$ cat config.mk
export PLATFORM = sky130hd
export DESIGN_NAME = mips_cpu_sequencer
export DESIGN_NICKNAME = d
export VERILOG_FILES = /design/src/rtl/mips_cpu_pkg.sv /design/src/rtl/mips_cpu_pc_unit.sv /design/src/rtl/mips_cpu_sequencer.sv
export SDC_FILE = /design/constraint.sdc
export NUM_CORES = 1
export LEC_CHECK = 0
export ABC_AREA = 1
export BUFFER_PORTS_ARGS = -buffer_cell sky130_fd_sc_hd__buf_4
export CAP_MARGIN = 5
export CORE_MARGIN = 2
export CORE_UTILIZATION = 38
export DETAILED_ROUTE_END_ITERATION = 8
export MAX_ROUTING_LAYER = met4
export PLACE_DENSITY = 0.62
export REMOVE_ABC_BUFFERS = 1
export SYNTH_ARGS = -nofsm -noshare
export SYNTH_HDL_FRONTEND = slang
export SYNTH_SLANG_ARGS = --single-unit
$ cat constraint.sdc
create_clock -name i_clk -period 4.51 [get_ports i_clk]
set_input_delay 0.902 -clock i_clk [delete_from_list [all_inputs] [get_ports i_clk]]
set_output_delay 0.902 -clock i_clk [all_outputs]
set_load 0.01 [all_outputs]
$ cat src/rtl/mips_cpu_pkg.sv
// Shared types and address constants for the MIPS CPU control path.
// The state encoding is visible on the debug port, so its values are fixed.
package mips_cpu_pkg;

    typedef enum logic [1:0] {
        FETCH  = 2'd0,
        EXEC   = 2'd1,
        MEM    = 2'd2,
        HALTED = 2'd3
    } seq_state_t;

    localparam logic [31:0] RESET_VECTOR = 32'hBFC0_0000;
    localparam logic [31:0] HALT_ADDR    = 32'h0000_0000;

endpackage

$ cat src/rtl/mips_cpu_pc_unit.sv
// PC plus one-deep branch-delay-slot tracking; all state moves only on i_commit.
// Halts are requested through o_halt_next once the delay slot of a jump to HALT_ADDR is committing.
module mips_cpu_pc_unit
    import mips_cpu_pkg::*;
#(
    parameter logic [31:0] RESET_VECTOR = mips_cpu_pkg::RESET_VECTOR,
    parameter logic [31:0] HALT_ADDR    = mips_cpu_pkg::HALT_ADDR
) (
    input  logic        i_clk,
    input  logic        i_reset,
    input  logic        i_commit,
    input  logic        i_redirect,
    input  logic [31:0] i_redirect_target,
    output logic [31:0] o_pc,
    output logic        o_halt_next
);

    logic [31:0] r_pc;
    logic        r_delay_pending;
    logic [31:0] r_delay_target;

    always_ff @(posedge i_clk) begin
        if (i_reset) begin
            r_pc            <= RESET_VECTOR;
            r_delay_pending <= 1'b0;
            r_delay_target  <= 32'd0;
        end else if (i_commit) begin
            if (r_delay_pending) begin
                // Delay slot done: take the stored target; a redirect here is dropped.
                r_pc            <= r_delay_target;
                r_delay_pending <= 1'b0;
            end else begin
                r_pc <= r_pc + 32'd4;
                if (i_redirect) begin
                    r_delay_pending <= 1'b1;
                    r_delay_target  <= i_redirect_target;
                end
            end
        end
    end

    assign o_pc        = r_pc;
    assign o_halt_next = r_delay_pending && (r_delay_target == HALT_ADDR);

endmodule

$ cat src/rtl/mips_cpu_sequencer.sv
// Multi-cycle FETCH/EXEC/MEM sequencer on a shared bus: 2 cycles per ALU op, 3 per load/store.
// A high i_waitrequest holds FETCH or MEM in place; reset is synchronous and overrides everything.
module mips_cpu_sequencer
    import mips_cpu_pkg::*;
#(
    parameter logic [31:0] RESET_VECTOR = mips_cpu_pkg::RESET_VECTOR,
    parameter logic [31:0] HALT_ADDR    = mips_cpu_pkg::HALT_ADDR
) (
    input  logic        i_clk,
    input  logic        i_reset,
    input  logic        i_waitrequest,
    input  logic        i_mem_access,
    input  logic        i_redirect,
    input  logic [31:0] i_redirect_target,
    output logic        o_active,
    output logic [31:0] o_pc,
    output logic        o_fetch_read,
    output logic        o_addr_sel,
    output logic        o_instr_latch_en,
    output logic        o_decode_enable,
    output logic        o_mem_phase,
    output logic        o_reg_commit,
    output logic [1:0]  o_state,
    output logic [31:0] o_instr_count
);

    seq_state_t  r_state;
    logic [31:0] r_instr_count;
    logic        w_commit;
    logic        w_halt_next;

    assign w_commit = !i_reset &&
                      (((r_state == EXEC) && !i_mem_access) ||
                       ((r_state == MEM)  && !i_waitrequest));

    mips_cpu_pc_unit #(
        .RESET_VECTOR (RESET_VECTOR),
        .HALT_ADDR    (HALT_ADDR)
    ) u_pc (
        .i_clk             (i_clk),
        .i_reset           (i_reset),
        .i_commit          (w_commit),
        .i_redirect        (i_redirect),
        .i_redirect_target (i_redirect_target),
        .o_pc              (o_pc),
        .o_halt_next       (w_halt_next)
    );

    always_ff @(posedge i_clk) begin
        if (i_reset) begin
            r_state       <= FETCH;
            r_instr_count <= 32'd0;
        end else begin
            unique case (r_state)
                FETCH: if (!i_waitrequest) r_state <= EXEC;
                EXEC: begin
                    if (i_mem_access)     r_state <= MEM;
                    else if (w_halt_next) r_state <= HALTED;
                    else                  r_state <= FETCH;
                end
                MEM: begin
                    if (!i_waitrequest) r_state <= w_halt_next ? HALTED : FETCH;
                end
                HALTED: r_state <= HALTED;
            endcase
            if (w_commit) r_instr_count <= r_instr_count + 32'd1;
        end
    end

    // Strobes are a pure decode of the current state, forced low while reset is high.
    always_comb begin
        o_active         = !i_reset && (r_state != HALTED);
        o_fetch_read     = !i_reset && (r_state == FETCH);
        o_instr_latch_en = !i_reset && (r_state == FETCH) && !i_waitrequest;
        o_addr_sel       = !i_reset && (r_state == MEM);
        o_mem_phase      = !i_reset && (r_state == MEM);
        o_decode_enable  = !i_reset && ((r_state == EXEC) || (r_state == MEM));
        o_reg_commit     = w_commit;
    end

    assign o_state       = r_state;
    assign o_instr_count = r_instr_count;

endmodule

=== Word-level counts from Yosys, hierarchy flattened ===
Index checks and enable logic that the tools add are counted.

* Bitwise operators: 1
* Muxes and demuxes: 8
* Reductions and logical operators: 18
* Divide/modulo/power cells: 0
* Shift operators: 0
* Eq/ne operators: 6
* Order comparisons: 0
* Add/sub/neg operators: 2
* $mul: 0

{| class="wikitable"
|+ Operators with widths
! kind !! number
|-
| 32-bit by 1-bit adder with 32-bit output (second input constant) || 1
|-
| 32-bit by 3-bit adder with 32-bit output (second input constant) || 1
|-
| 32-bit logical NOT || 1
|-
| 32-bit two-way mux || 1
|-
| 1-bit logical AND || 9
|-
| 2-bit two-way mux || 4
|-
| 2-bit case mux with 4 select lines || 1
|-
| 2-bit inequality test (second input constant) || 3
|-
| 2-bit == test (second input constant) || 2
|-
| 1-bit logical NOT || 3
|-
| 3-bit AND reduction || 1
|-
| 2-bit by 1-bit == test with 1-bit output (second input constant) || 1
|-
| 2-bit logical NOT || 1
|-
| 1-bit logical OR || 2
|-
| 1-bit two-way mux || 2
|-
| 2-bit AND reduction || 1
|-
| 1-bit inverter || 1
|}

* Input bits: 37
* Bits in latches: 0
* Bits in registers: 99
* Memories: 0
* Output and inout bits: 73
* Logic and storage cells: 40
* RAM bits: 0
* ROM bits: 0

=== Logic depth before layout (Yosys ltp) ===
Gate-level depths: netlist of the first run.

* Depth after elaboration: 5
* Depth in mapped cells: 12
* Depth with buffers taken out: 12

=== Hierarchy ===
From an unflattened synthesis of the first run, not the netlist that was laid out.

* Cell total of the unflattened synthesis: 835
* Area, all modules: 5489.0 um^2

{| class="wikitable"
|+ Modules (own cells, without submodules)
! module !! times used !! area each (um^2) !! cells each !! sequential area each (um^2)
|-
| mips_cpu_pc_unit || 1 || 3444.6 || 525 || 1301.2
|-
| mips_cpu_sequencer || 1 || 2044.5 || 310 || 680.7
|}

=== Worst setup path after synthesis of the first run ===
OpenSTA, ideal clock, no wires.

* Path kind: input -> output
* From: in i_reset
* To: out o_mem_phase
* Buffers on the path: 3
* Path slack: 1.866 ns
* Stages: 4
* Required time: 3.608 ns
* Arrival time: 1.742 ns
* Cells stage by stage: clkbuf_1 -> clkbuf_1 -> nor2_1 -> buf_4

* Cells in the longest elaborated chain, start to end: 2

{| class="wikitable"
|+ Ends and longest elaborated chain
! item !! RTL line !! text
|-
| start, declared || mips_cpu_sequencer.sv:10 || <nowiki>input logic i_reset,</nowiki>
|-
| 1-bit logical NOT || - ||
|-
| 1-bit logical AND || - ||
|-
| end, declared || mips_cpu_sequencer.sv:21 || <nowiki>output logic o_mem_phase,</nowiki>
|}

No other way between the ends.

=== Worst setup path in the final report of the first run ===
* From: in i_mem_access
* To: out o_reg_commit

* Cells in the longest elaborated chain, start to end: 4

{| class="wikitable"
|+ Ends and longest elaborated chain
! item !! RTL line !! text
|-
| start, declared || mips_cpu_sequencer.sv:12 || <nowiki>input logic i_mem_access,</nowiki>
|-
| 1-bit logical NOT || mips_cpu_sequencer.sv:33 || <nowiki>(((r_state == EXEC) && !i_mem_access) ||</nowiki>
|-
| 1-bit logical AND || mips_cpu_sequencer.sv:33 ||
|-
| 1-bit logical OR || mips_cpu_sequencer.sv:33 ||
|-
| 1-bit logical AND || mips_cpu_sequencer.sv:32 || <nowiki>assign w_commit = !i_reset &&</nowiki>
|-
| end, declared || mips_cpu_sequencer.sv:22 || <nowiki>output logic o_reg_commit,</nowiki>
|}

No other way between the ends.

==> impl_metrics.toml, run 1 <==
[status]
status = "finished clean"

[critical_path]
critPathArrivalTime_ns = 2.09
path_class = "in2out"
required_ns = 3.61
r2r_cells = 10
cp-end-kind = "output port"
crit_fanout = 17
worstPathCellList = "buf_4, inv_1, nand2_1, nand2_4, nand2_4, inv_1, buf_4"
cp.depth = 7
worst_path_max_delay_cell = "inv_1"
cp.buffers_inverters = 4
worstSetupStartpointType = "input pin"
path_delay_family = "buffers and inverters"
critPathMaxStageDelay_ns = 0.39

[routing]
routed_via_density = 5.07
wl_per_cell_microns = 14.5
drtIter0Drc = 350
postRouteAntennaNets = 0
num_vias = 5691
wl_microns = 16300
post-route-drc-count = 0
dr.pass1.iters = 5

[synth]
synthDistinctLibCells = 41
syn_area_per_cell_sq_um = 6.50
syn_area_sq_um = 5470
synth_cells = 842
seq_area_frac_synth_pct = 36.2
synth-async-reset-ratio_pct = 0
synth_enable_flop_cells = 0
synth_seq_cells = 99
ys_warn_count = 0
synth_flop_cell = "dfxtp_1"

[hold_path]
min_path_type = "reg2reg"
hold_depth = 2

[die]
die_width_microns = 124
rows = 43
fp.dieArea_sq_um = 15400
fp.coreArea_sq_um = 14000
die_h_microns = 124
start_util_pct = 39.1
io_pins = 110

[global_route]
track_usage_pct = 22.5
grt_pass1_wl_microns = 26100
antenna_found_initial = 0
grt-ovfl-total = 0
grt_pass1_vias = 5226
grt_max_degree = 67

[clock_network]
post_cts_buffers = 0
clk_pin_slew_ns = 0.07
clockRootBuffer = "clkbuf_16"
cts_sinks = 99
cts_resized = 0
cts_inserted_buffers = 9
cts_hold_buf = 0
htreeDepth = 3
cts_buffer_depth = 2
cts_tree = "built"
clk-insertion-delay-late_ns = 0.36

[timing]
hold_viol = 0
slew_viol_final = 0
setup_tns_ns = 0
finalSetupViolCount = 0
fmax_mhz = 334
fin_ws_ns = 1.52
max_slew_margin_pct = 49.3
finalCritPeriodShare_pct = 66.4
skew_ns = 0.00827
layout_min_cycle_time_ns = 2.99
holdWs_ns = 0.460
tightest_slew_ns = 0.760
rsz0062_at_grt = "false"

[power_and_ir_drop]
ir_drop_mv = 0.188
powerDensity_nw_per_um2 = 299
finalPower_mw = 2.03
p_leak_nw = 2.70

[place]
dpl_cell_area_sq_um = 6430
port_buffers = 109
dp_hpwl_microns = 11700
gp_congestion = 0.897
dp_cells = 1107
post-place-ws_ns = 1.51

[job]
cap_viol_max_count = 0

[cells_and_area]
num-nets-final = 982
areaGrowthSynthToFinish_pct = 23.9
post-route-cell-area_sq_um = 6780
fin_util_pct = 48.5
layout-drive-gt1-share_pct = 16.6
antenna_cells = 0
stdcell_count = 1123
-- where the power goes --
group	internal, mW	total, mW	switching (mW)
logic	0.0792	0.198	0.119
clock network	0.559	0.913	0.355
registers	0.895	0.918	0.0227
-- routing by layer --
| layer | up-vias | track usage, % | part of all wire (%) |
|---|---|---|---|
| met2 | 154 | 35.4 | 46 |
| met3 | 22 | 3.16 | 4.5 |
| met1 | 2591 | 29.7 | 47 |
| met4 | 0 | 8.15 | 1.9 |
| met5 | - | - | 0 |
| li1 | 2924 | - | - |
-- layout make-up --
class                           instances  area, sq um
Clock buffer                           10          239
Inverter                              105          394
Tap cell                              180          225
Clock inverter                          6          111
Multi-Input combinational cell        607         2960
Sequential cell                        99         1980
Fill cell                            1525         7210
Timing Repair Buffer                  116          871
-- registers in the layout, summed over array words and instances (netlist names) --
| signal | flops |
|---|---|
| o_instr_count | 32 |
| o_state | 2 |
| u_pc.o_pc | 32 |
| u_pc.r_delay_pending | 1 |
| u_pc.r_delay_target | 32 |
-- cell usage after synthesis, types with 2 or more instances --
cell | count | area (sq um)
buf_1 | 3 | 11.3
ha_1 | 7 | 87.6
nor2_1 | 98 | 368
inv_1 | 103 | 387
xnor2_1 | 3 | 26.3
a21oi_1 | 85 | 425
buf_2 | 7 | 35.0
o21a_1 | 2 | 15.0
nand3b_1 | 4 | 30.0
nand3_1 | 52 | 260
nor2_2 | 6 | 37.5
nor3_1 | 23 | 115
o211ai_1 | 3 | 22.5
nand2_4 | 2 | 22.5
nor4_1 | 2 | 12.5
nor3_2 | 3 | 30.0
nand2_2 | 4 | 25.0
xor2_1 | 11 | 96.3
o22ai_1 | 4 | 25.0
nand2_1 | 204 | 766
a21boi_0 | 3 | 22.5
o32ai_1 | 2 | 17.5
inv_2 | 2 | 7.51
nand4_1 | 14 | 87.6
dfxtp_1 | 99 | 1980
clkbuf_1 | 19 | 71.3
o21ai_0 | 55 | 275
a31oi_1 | 7 | 43.8
nor2_4 | 3 | 33.8
-- cells by family after synthesis --
family,after synthesis,share of synthesized area (%)
DFF,99,36.2
AOI/OAI and AO/OA,166,16.2
and+or+nand+nor,420,34.1
buffers and inverters,136,9.70
xor gates and xnor gates,14,2.24
adders and majority gates,7,1.60
-- worst register-to-register path, cell delays in order (launching register included) --
cell     delay (ns)
dfxtp_1        0.35
inv_1          0.12
ha_1           0.18
nand2_1        0.09
nand2_4        0.24
nand2_4        0.09
nor2_2         0.49
nand2_1        0.10
buf_4          0.30
o21ai_0        0.24
a21oi_1        0.06
-- path summary, 6_finish.rpt --
kind | startpoint | end | slack, ns
hold reg to reg | u_pc.o_pc[0] | u_pc.o_pc[0] | 0.46
setup reg to reg | o_state[0] | u_pc.r_delay_target[24] | 2.14
setup / recovery | i_mem_access | o_reg_commit | 1.52
hold / removal | u_pc.o_pc[0] | u_pc.o_pc[0] | 0.46
-- placed cells by master (no fill, tap or decap), types with 4 or more instances in the layout --
cell type and n:
nand2_1 204, buf_4 116, inv_1 103, dfxtp_1 99, nor2_1 98, a21oi_1 85
o21ai_0 55, nand3_1 52, nor3_1 23, nand4_1 14, xor2_1 11, clkbuf_16 9
a31oi_1 7, ha_1 7, nor2_2 6, nand2_2 4, nand3b_1 4, o22ai_1 4
No activity file was read; power rests on OpenSTA's default activity.
==> run 2: changes to the inputs <==
- clock period: 4.51 -> 2.85 ns (I/O delays scaled with it)
==> run 2 against run 1 <==
  * Clock power is 34% higher
  * Non-clock buffer count is 5 higher
  * Critical path depth is 1 higher
  * Combinational power is 62% higher
  * Final area is 0.26% lower
  * Via count is 0.19% lower
  * First-iteration DRC count is 40% higher
  * Global-route usage is 0.56 points higher
  * Clock skew is 0.0013 ns lower
==> impl_metrics.toml, run 2 (synthesis results as in run 1) <==
[status]
status = "finished clean"

[critical_path]
required_ns = 2.28
r2r_slack_ns = 0.75
cp-end-kind = "output port"
worstSetupStartpointType = "flip-flop"
crit_fanout = 20
critPathArrivalTime_ns = 1.99
path_class = "reg2out"

[place]
port_buffers = 109
gp_congestion = 0.859
dp_hpwl_microns = 12000
post-place-ws_ns = 0.650
dp_cells = 1112

[clock_network]
cts_resized = 0
post_cts_buffers = 0
cts_buffer_depth = 2
cts_sinks = 99
cts_tree = "built"
clk_pin_slew_ns = 0.06
cts_hold_buf = 0
htreeDepth = 3
clk-insertion-delay-late_ns = 0.35
cts_inserted_buffers = 9
clockRootBuffer = "clkbuf_16"

[die]
rows = 43
fp.coreArea_sq_um = 14000
start_util_pct = 39.1
io_pins = 110
die_h_microns = 124
fp.dieArea_sq_um = 15400
die_width_microns = 124

[timing]
layout_min_cycle_time_ns = 2.56
fmax_mhz = 390
hold_viol = 0
tightest_slew_ns = 0.773
slew_viol_final = 0
finalCritPeriodShare_pct = 89.9
skew_ns = 0.00694
max_slew_margin_pct = 48.4
finalSetupViolCount = 0
rsz0062_at_grt = "false"
fin_ws_ns = 0.287

[cells_and_area]
mostFrequentLayoutCell = "nand2_1"
fill_cells = 1486
antenna_cells = 0
num-nets-final = 987
fin_util_pct = 48.3
stdcell_count = 1126
areaGrowthSynthToFinish_pct = 23.6
multi_input_area_sq_um = 2960
layout-drive-gt1-share_pct = 16.8
layout_common_cells = "nand2_1, buf_4, inv_1"
register_area_sq_um = 1980

[global_route]
grt_pass1_wl_microns = 26600
grt_pass1_vias = 5262
grt-ovfl-total = 0
antenna_found_initial = 0
track_usage_pct = 23.1
grt_max_degree = 67

[power_and_ir_drop]
p_comb_share_pct = 10.7
sequentialPowerShare_pct = 48.5
ir_drop_mv = 0.359
pwr-share-clk_pct = 40.8
p_leak_nw = 2.71
p_sw_mw = 0.758
p_sw_share_pct = 25.3
p_int_mw = 2.24
powerDensity_nw_per_um2 = 443

[routing]
drtIter0Drc = 489
wl_per_cell_microns = 14.7
num_vias = 5680
dr.pass1.iters = 5
routed_via_density = 5.04
wl_microns = 16600
post-route-drc-count = 0
postRouteAntennaNets = 0

[job]
cap_viol_max_count = 0

[hold_path]
min_path_type = "reg2reg"
## run 2: cell types whose count changed in the layout (fill, tap and decap cells not counted), sizes merged
cell      before  now
clkinv         1    2
bufinv         3    1
buf          116  121
clkinvlp       1    0
clkbuf        10   11
inv          106  105
## run 2: path summary, 6_finish.rpt
path | start | end | cells past startpoint
setup / recovery | o_state[0] | o_reg_commit | 8
hold / removal | u_pc.o_pc[1] | u_pc.o_pc[1] | 2
setup reg to reg | o_state[0] | u_pc.r_delay_target[12] | 10
hold reg to reg | u_pc.o_pc[1] | u_pc.o_pc[1] | 2
## run 2: power groups by stage
stage,Clock (mW),Combinational (mW),Sequential (mW)
floorplan,0,0.155,1.48
global placement,0,0.318,1.48
detailed placement,0,0.320,1.49
CTS,1.25,0.321,1.45
global route,1.30,0.363,1.46
finish,1.22,0.320,1.45
## run 2: area by class of cell
cell class / count / share of cell area [%]
Tap cell: 180 / 3.33
Sequential cell: 99 / 29.3
Clock buffer: 11 / 3.59
Inverter: 105 / 5.83
Multi-Input combinational cell: 607 / 43.7
Clock inverter: 3 / 0.592
Timing Repair Buffer: 121 / 13.6
## run 2: worst max-delay path, cell delays in order (launching register included)
cell     delay [ns]
dfxtp_1        0.40
inv_1          0.10
ha_1           0.22
nand2_1        0.11
nand2_4        0.17
nand2_4        0.12
buf_4          0.27
inv_1          0.09
buf_4          0.15
## run 2: metrics by stage
| stage | power, mW | TNS (ns) | hold WS (ns) | cell area, sq um |
|---|---|---|---|---|
| 2_1_floorplan | 1.64 | -2.99 | 0.435 | 5330 |
| 3_3_place_gp | 1.80 | 0 | 0.457 | 6480 |
| 3_5_place_dp | 1.81 | 0 | 0.463 | 6480 |
| 4_1_cts | 3.02 | 0 | 0.474 | 6760 |
| 5_1_grt | 3.12 | 0 | 0.492 | 6760 |
| 6_report | 3.00 | 0 | 0.471 | 6760 |
## run 2: metal layers
layer  track usage (%)  vias up  wire length [microns]
li1                  -     2937                      -
met1              30.8     2581                   7950
met2              35.9      142                   7510
met3              4.53       20                    842
met4              6.11        0                    255
met5                 -        -                      0
==> run 3: changes to the inputs <==
==> constraint.sdc (replaced) <==
create_clock -name i_clk -period 2.85 [get_ports i_clk]
set_input_delay 0.1425 -clock i_clk [delete_from_list [all_inputs] [get_ports i_clk]]
set_output_delay 0.1425 -clock i_clk [all_outputs]
set_load 0.01 [all_outputs]
==> run 3 against run 2 <==
  * Flip-flop and latch count did not move
  * Register-to-register slack got worse by 0.45 ns
  * Count of clock-buffer cells in the layout rose by 2
  * Critical path depth did not move
  * Wire length fell by 1.1%
  * Largest cell class unchanged
  * Highest routed layer unchanged
==> impl_metrics.toml, run 3 (synthesis results as in run 1) <==
[cells_and_area]
layout-drive-gt1-share_pct = 16.5
mostFrequentLayoutCell = "nand2_1"
fill_cells = 1492
antenna_cells = 0
num-nets-final = 983
layout_common_cells = "nand2_1, buf_4, inv_1"
areaGrowthSynthToFinish_pct = 22.9

[critical_path]
path_class = "reg2out"
critPathArrivalTime_ns = 2.48
crit_fanout = 24
r2r_slack_ns = 0.30
worstSetupStartpointType = "flip-flop"
worstPathCellList = "inv_1, ha_1, nand2_1, nand2_4, nand2_4, buf_4, inv_1, buf_4"
critPathMaxStageDelay_ns = 0.39
required_ns = 2.71
cp-end-kind = "output port"
worst_path_max_delay_cell = "dfxtp_1"

[routing]
routed_via_density = 5.02
dr.pass1.iters = 5
wl_per_cell_microns = 14.6
post-route-drc-count = 0
num_vias = 5643
wl_microns = 16400
postRouteAntennaNets = 0
drtIter0Drc = 411

[power_and_ir_drop]
finalPower_mw = 2.96
p_int_mw = 2.18
powerDensity_nw_per_um2 = 441
p_leak_nw = 2.67
pwr-share-clk_pct = 40.3
ir_drop_mv = 0.303
p_sw_mw = 0.777
p_sw_share_pct = 26.2
sequentialPowerShare_pct = 49.1
p_comb_share_pct = 10.6

[clock_network]
htreeDepth = 3
cts_sinks = 99
clk_pin_slew_ns = 0.07
cts_hold_buf = 0
clk-insertion-delay-late_ns = 0.35
post_cts_buffers = 0
clockRootBuffer = "clkbuf_16"
cts_tree = "built"
cts_resized = 0
cts_buffer_depth = 2
cts_inserted_buffers = 9

[global_route]
use_met2_pct = 35.7
grt_pass1_wl_microns = 26100
grt_pass1_vias = 5149
antenna_found_initial = 0
track_usage_pct = 22.4
grt-busiest-layer = "met2"
met3_usage_pct = 2.52
grt_use_met1_pct = 29.7
grt-ovfl-total = 0
grt_max_degree = 67

[die]
die_h_microns = 124
rows = 43
fp.coreArea_sq_um = 14000
start_util_pct = 39.1
io_pins = 110
die_width_microns = 124
fp.dieArea_sq_um = 15400

[place]
port_buffers = 109
dp_hpwl_microns = 12100
gp_congestion = 0.902

[job]
cap_viol_max_count = 0

[timing]
holdWs_ns = 0.0639
setup_tns_ns = 0
fmax_mhz = 382
hold_viol = 0
slew_viol_final = 0
rsz0062_at_grt = "false"
layout_min_cycle_time_ns = 2.62
skew_ns = 0.00681
finalCritPeriodShare_pct = 91.9
tightest_slew_ns = 1.21
finalSetupViolCount = 0
max_slew_margin_pct = 19.0

[hold_path]
min_path_type = "in2reg"

[status]
status = "finished clean"
[run 3: changes by cell type in the layout (fill, tap and decap cells not counted), sizes merged]
cell | before | now
clkbuf | 11 | 13
clkinv | 2 | 0
buf | 121 | 117
clkinvlp | 0 | 3
bufinv | 1 | 0
[run 3: per-layer routing]
metal	vias to the layer above	wire, microns
met4	0	262
met1	2591	7860
met3	16	600
met2	106	7650
met5	-	0
li1	2930	-
[run 3: power groups by stage]
stage               Sequential [mW]  Combinational [mW]  Clock (mW)
detailed placement             1.49               0.316           0
CTS                            1.45               0.318        1.21
floorplan                      1.48               0.155           0
global route                   1.46               0.355        1.26
global placement               1.49               0.316           0
finish                         1.45               0.315        1.19
[run 3: critical path: cells and delay by family, from the launching register on]
kind / cells / cell delay (ns)
AND/OR/NAND/NOR: 3 / 0.53
flip-flops: 1 / 0.39
adder cells (fa/ha/maj): 1 / 0.20
buffers and inverters: 4 / 0.98
[run 3: metrics by stage]
| step | instances | instance area [sq um] | worst slack (ns) | utilization [%] |
|---|---|---|---|---|
| finish | 1124 | 6720 | 0.229 | 48.0 |
| global route | 1124 | 6720 | 0.0224 | 48.0 |
| CTS | 1124 | 6720 | 0.204 | 48.0 |
| global placement | 1108 | 6440 | 0.362 | 46.0 |
| detailed placement | 1108 | 6440 | 0.274 | 46.0 |
| floorplan | 811 | 5330 | 0.153 | - |
[run 3: area by class of cell]
cell class                 instances  area [sq um]  share of cell area, %
clock inverter                     3          22.5                  0.335
tap                              180           225                   3.35
sequential                        99          1980                   29.5
multi-input combinational        607          2960                   44.0
clock buffer                      13           260                   3.87
timing repair buffer             117           878                   13.1
inverter                         105           394                   5.86
[run 3: path summary, 6_finish.rpt]
path | start | to | cells past startpoint
max | o_state[1] | o_reg_commit | 8
min | i_redirect_target[18] | u_pc.r_delay_target[18] | 3
max reg2reg | o_state[1] | u_pc.r_delay_target[14] | 8
min reg2reg | u_pc.r_delay_target[0] | u_pc.r_delay_target[0] | 2
